[src/rtl/karatsuba_issue_seq.sv]
// Streaming front end for the restart-and-run 32x32 Karatsuba core: buffers operand
// pairs, sequences the core per pair and holds each product on a valid/ready port.
// Optional RUN watchdog: define KARATSUBA_SEQ_TIMEOUT_EN to force a capture after TIMEOUT cycles.
module karatsuba_issue_seq #(
  parameter int DEPTH   = 4,
  parameter int TIMEOUT = 15
) (
  input  logic        clk,
  input  logic        rst,
  input  logic        in_valid,
  output logic        in_ready,
  input  logic [31:0] in_a,
  input  logic [31:0] in_b,
  output logic        mul_rst,
  output logic        mul_en,
  output logic [31:0] mul_a,
  output logic [31:0] mul_b,
  input  logic [63:0] mul_c,
  input  logic        mul_done,
  output logic        out_valid,
  input  logic        out_ready,
  output logic [63:0] out_data,
  output logic        out_err,
  output logic        busy
);

  localparam int AW = $clog2(DEPTH);

  if (DEPTH < 2 || (DEPTH & (DEPTH - 1)) != 0) begin : g_bad_depth
    $error("karatsuba_issue_seq: DEPTH must be a power of two >= 2");
  end
  if (TIMEOUT < 5 || TIMEOUT > 255) begin : g_bad_timeout
    $error("karatsuba_issue_seq: TIMEOUT must be in 5..255");
  end

  typedef enum logic [1:0] {
    IDLE  = 2'd0,
    CLEAR = 2'd1,
    RUN   = 2'd2,
    OUT   = 2'd3
  } state_t;

  state_t        state;
  state_t        state_next;
  logic [31:0]   mem_a [DEPTH];
  logic [31:0]   mem_b [DEPTH];
  logic [AW-1:0] wr_ptr;
  logic [AW-1:0] rd_ptr;
  logic [AW:0]   count;
  logic [AW:0]   count_next;
  logic          full;
  logic          empty;
  logic          push;
  logic          pop;
  logic          capture;
  logic          timeout_hit;

  assign full     = (count == (AW+1)'(DEPTH));
  assign empty    = (count == '0);
  assign in_ready = ~full;
  assign push     = in_valid & ~full;
  assign capture  = (state == RUN) & (mul_done | timeout_hit);
  assign pop      = capture;
  // Head entry stays put from CLEAR until the capture pops it.
  assign mul_a    = mem_a[rd_ptr];
  assign mul_b    = mem_b[rd_ptr];

  always_comb begin
    count_next = count;
    if (push & ~pop) begin
      count_next = count + (AW+1)'(1);
    end else if (pop & ~push) begin
      count_next = count - (AW+1)'(1);
    end else begin
      count_next = count;
    end
  end

  always_ff @(posedge clk) begin
    if (push) begin
      mem_a[wr_ptr] <= in_a;
      mem_b[wr_ptr] <= in_b;
    end
  end

  always_ff @(posedge clk) begin
    if (rst) begin
      wr_ptr <= '0;
      rd_ptr <= '0;
      count  <= '0;
    end else begin
      if (push) wr_ptr <= wr_ptr + AW'(1);
      if (pop)  rd_ptr <= rd_ptr + AW'(1);
      count <= count_next;
    end
  end

  always_ff @(posedge clk) begin
    if (rst) state <= IDLE;
    else     state <= state_next;
  end

  always_comb begin
    state_next = state;
    case (state)
      IDLE:    if (!empty) state_next = CLEAR; else state_next = IDLE;
      CLEAR:   state_next = RUN;
      RUN:     if (capture) state_next = OUT; else state_next = RUN;
      OUT: begin
        if (out_ready) state_next = (count_next != '0) ? CLEAR : IDLE;
        else           state_next = OUT;
      end
      default: state_next = IDLE;
    endcase
  end

  always_comb begin
    mul_rst   = rst;
    mul_en    = 1'b0;
    out_valid = 1'b0;
    case (state)
      CLEAR:   mul_rst   = 1'b1;
      RUN:     mul_en    = 1'b1;
      OUT:     out_valid = 1'b1;
      default: mul_en    = 1'b0;
    endcase
    busy = (state != IDLE) | ~empty;
  end

  always_ff @(posedge clk) begin
    if (rst)          out_data <= '0;
    else if (capture) out_data <= mul_c;
  end

`ifdef KARATSUBA_SEQ_TIMEOUT_EN
  logic [7:0] run_cnt;

  // Counts cycles spent in RUN; restarts whenever the core is not running.
  always_ff @(posedge clk) begin
    if (rst || state != RUN) run_cnt <= 8'd0;
    else                     run_cnt <= run_cnt + 8'd1;
  end

  assign timeout_hit = (run_cnt == 8'(TIMEOUT - 1));

  // A genuine done on the deadline cycle still reports a clean result.
  always_ff @(posedge clk) begin
    if (rst)          out_err <= 1'b0;
    else if (capture) out_err <= ~mul_done;
  end
`else
  assign timeout_hit = 1'b0;
  assign out_err     = 1'b0;
`endif

endmodule
[config.mk]
export PLATFORM = sky130hd
export DESIGN_NAME = karatsuba_issue_seq
export DESIGN_NICKNAME = d
export VERILOG_FILES = /design/src/rtl/karatsuba_issue_seq.sv
export SDC_FILE = /design/constraint.sdc
export NUM_CORES = 1
export LEC_CHECK = 0
export CAP_MARGIN = 20
export CORE_MARGIN = 5
export CORE_UTILIZATION = 50
export CTS_CLUSTER_SIZE = 16
export DETAILED_ROUTE_END_ITERATION = 10
export HOLD_SLACK_MARGIN = 0.05
export PLACE_DENSITY = 0.81
export SETUP_SLACK_MARGIN = 0.05
export SLEW_MARGIN = 20
export SYNTH_ARGS = -nofsm -noshare
export SYNTH_HDL_FRONTEND = slang
export SYNTH_SLANG_ARGS = --single-unit
[constraint.sdc]
create_clock -name clk -period 4.2 [get_ports clk]
set_clock_uncertainty 0.05 [all_clocks]
set_input_delay 0.63 -clock clk [delete_from_list [all_inputs] [get_ports clk]]
set_output_delay 0.63 -clock clk [all_outputs]
set_load 0.02 [all_outputs]
**Word level (Yosys, flattened, before mapping)**

Memories as Yosys holds them, arrays and structs flattened. A register that Yosys moved wholly into a read port is not among the register bits.
Cells that the tools add are included.

- Flip-flop bits (word level): 73
- Bits in latches: 0
- Bits in writable memories: 256
- ROM bits: 0
- Bits of input ports: 133
- Output and inout port bits: 134
- Memories kept: 2

- $add $sub $neg: 4
- Multipliers: 0
- Divide/modulo/power cells: 0
- $lt $le $gt $ge: 0
- Eq/ne operators: 4
- Shift operators: 0
- Multiplexer cells: 16
- Bitwise logic cells: 9
- Reductions and logical operators: 4

Memories:

| memory | depth | width | rd ports | clocked after memory_dff | wr ports | line | RTL |
|---|---|---|---|---|---|---|---|
| mem_a | 4 | 32 | 1 | 1 | 1 | 45 | `logic [31:0] mem_a [DEPTH];` |
| mem_b | 4 | 32 | 1 | 1 | 1 | 46 | `logic [31:0] mem_b [DEPTH];` |

Operator list:

| operator | number |
|---|---|
| $mux W2 | 5 |
| $mux W1 | 8 |
| $pmux W2 S4 | 1 |
| $mux W3 | 2 |
| $add A2 B1 Y2 const B | 2 |
| $and A1 B1 Y1 | 4 |
| $eq A2 B2 Y1 const B | 2 |
| $not A1 Y1 | 4 |
| $add A3 B1 Y3 const B | 1 |
| $eq A3 B3 Y1 const B | 1 |
| $logic_not A3 Y1 | 1 |
| $reduce_bool A3 Y1 | 1 |
| $sub A3 B1 Y3 const B | 1 |
| $eq A2 B1 Y1 const B | 1 |
| $logic_not A2 Y1 | 1 |
| $reduce_bool A2 Y1 | 1 |
| $or A1 B1 Y1 | 1 |

**Longest topological paths before layout**

- Word-level depth: 11
- Mapped depth: 7
- Depth with buffers taken out: 7

**Least setup slack after synthesis**

OpenSTA, ideal clock, no wires.

- Path kind: register to register
- Start point: register count[0]
- End point: memory mem_a[0][0], enable pin
- Setup time: 429 ps
- Arrival: 2536 ps
- Slack: 1185 ps
- Cell stages (with the launch flop): 5
- Path buffers: 0
- Clock period less this slack: 3015 ps
- Cell sequence: dfxtp_1 -> inv_1 -> ha_1 -> a21boi_2 -> and2_1

- Cells in the longest elaborated chain, start to end: 5

RTL lines:

| what | line | RTL |
|---|---|---|
| start, declared | 49 | `logic [AW:0] count;` |
| start signal, assigned | 94 | `count <= count_next;` |
| $eq A3 B3 Y1 | 58 | `assign full = (count == (AW+1)'(DEPTH));` |
| $not A1 Y1 | 61 | `assign push = in_valid & ~full;` |
| $and A1 B1 Y1 | 61 |  |
| $mux W1 | 80 | `if (push) begin` |
| $mux W1 (not written as such) | 81 | `mem_a[wr_ptr] <= in_a;` |
| end, declared | 45 |  |

No other way between the ends.

==> reports/metrics.yaml <==
clocking:
  cts.sinks: 331
  hold_buffers: 0
  insertion_delay_ns: 0.49
  root_buffer: "clkbuf_16"
  cts_buffers: 34
  cts_resized: 0
  clk_path_buf_depth: 3
  h-tree-depth: 2
  cts_setup_buffers: 0
  clkSlewWorstSetupHoldPaths_ns: 0.06
  cts_tree: "done"
grt:
  grt_usage: 0.186
  grt_pass1_vias: 7073
  grt_pass1_wl_um: 38900
  grt_start_max_net_pins: 75
  antenna_found_initial: 0
  overflow: 0
critical_path:
  path_class: "flip-flop to output pin"
  path_max_fanout: 30
  r2r_end: "mem_a[1][30]"
  cp-end-kind: "output pin"
  rr_startpoint: "count[0]"
  r2r_setup_slack_ns: 1.71
  startpoint_type: "flip-flop"
  worst-endpoint-arrival_ns: 2.72
  r2r_cells: 4
  worstPathRequired_ns: 3.52
synth:
  syn_nets: 827
  synth_top_family_by_area: "multiplexers"
  synth_top_area_frac: 0.640
  ys_ff_latch: 331
  synth.mux.area_fraction: 0.120
  synthXorXnorAreaFrac: 0.00364
  synth-compound-area-share: 0.0341
  netlist_instances: 687
  synth_area_leaders: "edfxtp_1, dfxtp_1, mux4_2"
  ys_types: 32
  ys_warn_count: 0
  yosys.area_share.adder: 0.00729
  syn_area_sq_um: 12000
  yosys.area.top_type: "edfxtp_1"
  yosysSeqAreaShare: 0.765
  synth.avg_cell_area_sq_um: 17.5
  synth-simple-area-share: 0.0543
sta:
  rsz0062_at_grt: "no"
  final.setup.worst_slack_ns: 0.801
  hold_violations: 0
  timing.slew.headroom: 0.350
  period_share: 0.809
  setup_viol_count_final: 0
  tightest_slew_ns: 0.974
  fmax_mhz: 294
  slew_viol_final: 0
  setup_tns_ns: 0
  period_needed_ns: 3.40
run:
  maxCapViolations: 0
layout:
  drive_gt1_frac: 0.127
  ff_latch_area_sq_um: 9200
  fillCellCount: 1604
  syn_to_final_growth_pct: 33.1
  multi_input_comb_area_sq_um: 2650
  n_antenna_cell: 0
  fin_nets: 1095
drt:
  wl_um: 25200
  dr.pass1.iters: 5
  via_per_inst: 5.19
  drt_iter0_drc: 494
  antenna_left: 0
  via_count: 6721
  routedWlPerCell_um: 19.5
  drc: 0
min_path:
  hold_depth: 2
  min-delay-start: "out_data[28]"
  min_to: "out_data[28]"
  hold_path.class: "flip-flop to flip-flop"
placement:
  io_buffer_count: 265
  dp_hpwl_um: 16400
  dp_slack_ns: 1.21
  place.gp.congestion: 0.811
floorplan:
  core_sq_um: 23500
  placementRows: 56
  die_h_um: 165
  die_w_um: 165
  io_pins: 267
  die_area_sq_um: 27200
  start_util: 0.510
power_and_ir_drop:
  p_leak_nw: 5.16
  total_power_mw: 8.30
  ir_worst_vdd_mv: 0.352
  power_density_nw_per_um2: 519
status:
  status: "complete, no violations"
[how the worst max path moves through the flow]
stage,from,to,cells after the start
floorplan,count[0],mem_a[0][0],4
global placement,flip-flop,mul_a[27],3
detailed placement,flip-flop,mul_a[26],3
CTS,flip-flop,mul_b[16],3
global route,flip-flop,mul_a[26],3
finish,flip-flop,mul_b[16],3
[layout by cell type (no fill, tap or decap), drive strengths merged, types with 6 or more instances in the layout]
cell type      synthesis  layout
clkdlybuf4s50          0     264
edfxtp               256     256
nand2                135     135
dfxtp                 75      75
a21oi                 65      65
mux4                  64      64
clkbuf                19      43
clkinv                 0      11
nor2                   8       8
ha                     7       7
inv                    5       6
buf                   19       6
[cells by family after synthesis]
logic type | Yosys count
DFF | 331
and+or+nand+nor | 160
adders and majority gates | 7
xor gates and xnor gates | 5
AOI/OAI and AO/OA | 76
other | 1
muxes | 64
buffers and inverters | 43
[cell type report]
| class | count | area share |
|---|---|---|
| Sequential cell | 331 | 0.575 |
| Timing Repair Buffer | 270 | 0.169 |
| Multi-Input combinational cell | 313 | 0.166 |
| Clock buffer | 43 | 0.0566 |
| Tap cell | 319 | 0.0250 |
| Clock inverter | 15 | 0.00775 |
| Inverter | 5 | 0.00117 |
[routing by layer]
| metal | global-route usage | part of all wire | up-vias |
|---|---|---|---|
| met4 | 0.0408 | 0.015 | 0 |
| met3 | 0.0751 | 0.12 | 32 |
| li1 | - | - | 3135 |
| met1 | 0.238 | 0.38 | 3258 |
| met5 | 0 | 0 | - |
| met2 | 0.301 | 0.48 | 296 |
[through the flow]
stage	instance area (sq um)	hold WS, ns	instances	utilization
after detailed placement	15000	0.396	1238	0.636
after CTS	16000	0.404	1296	0.679
final	16000	0.401	1296	0.679
after global placement	15000	0.391	1238	0.636
after floorplan	12000	0.419	687	-
after global routing	16000	0.424	1296	0.679
[registers in the layout (all words and copies together) (netlist names), named ones only]
name / count
count: 3
mem_a: 128
mem_b: 128
out_data: 64
rd_ptr: 2
state: 2
wr_ptr: 2
[cell usage after synthesis, drive strengths merged]
library cell    n
a211oi          2
a21bo           1
a21boi          1
a21o            1
a21oi          65
a311oi          2
a32oi           1
and2            5
and3            2
and3b           2
buf            19
clkbuf         19
conb            1
dfxtp          75
edfxtp        256
ha              7
inv             5
mux4           64
nand2         135
nand2b          1
nand3           1
nand3b          1
nor2            8
nor2b           2
o21ai           3
or3             3
xnor2           4
xor2            1
[power by group]
group	internal [mW]	switching, mW
Combinational	0.778	0.781
Sequential	3.81	0.139
Clock	1.65	1.15
[worst max-delay path, cell delays in order, from the launching register on]
cell and delay, ns:
dfxtp_4 0.76, buf_4 0.37, mux4_2 0.53, clkdlybuf4s50_1 0.56
Power figures use the tool's default switching activity.
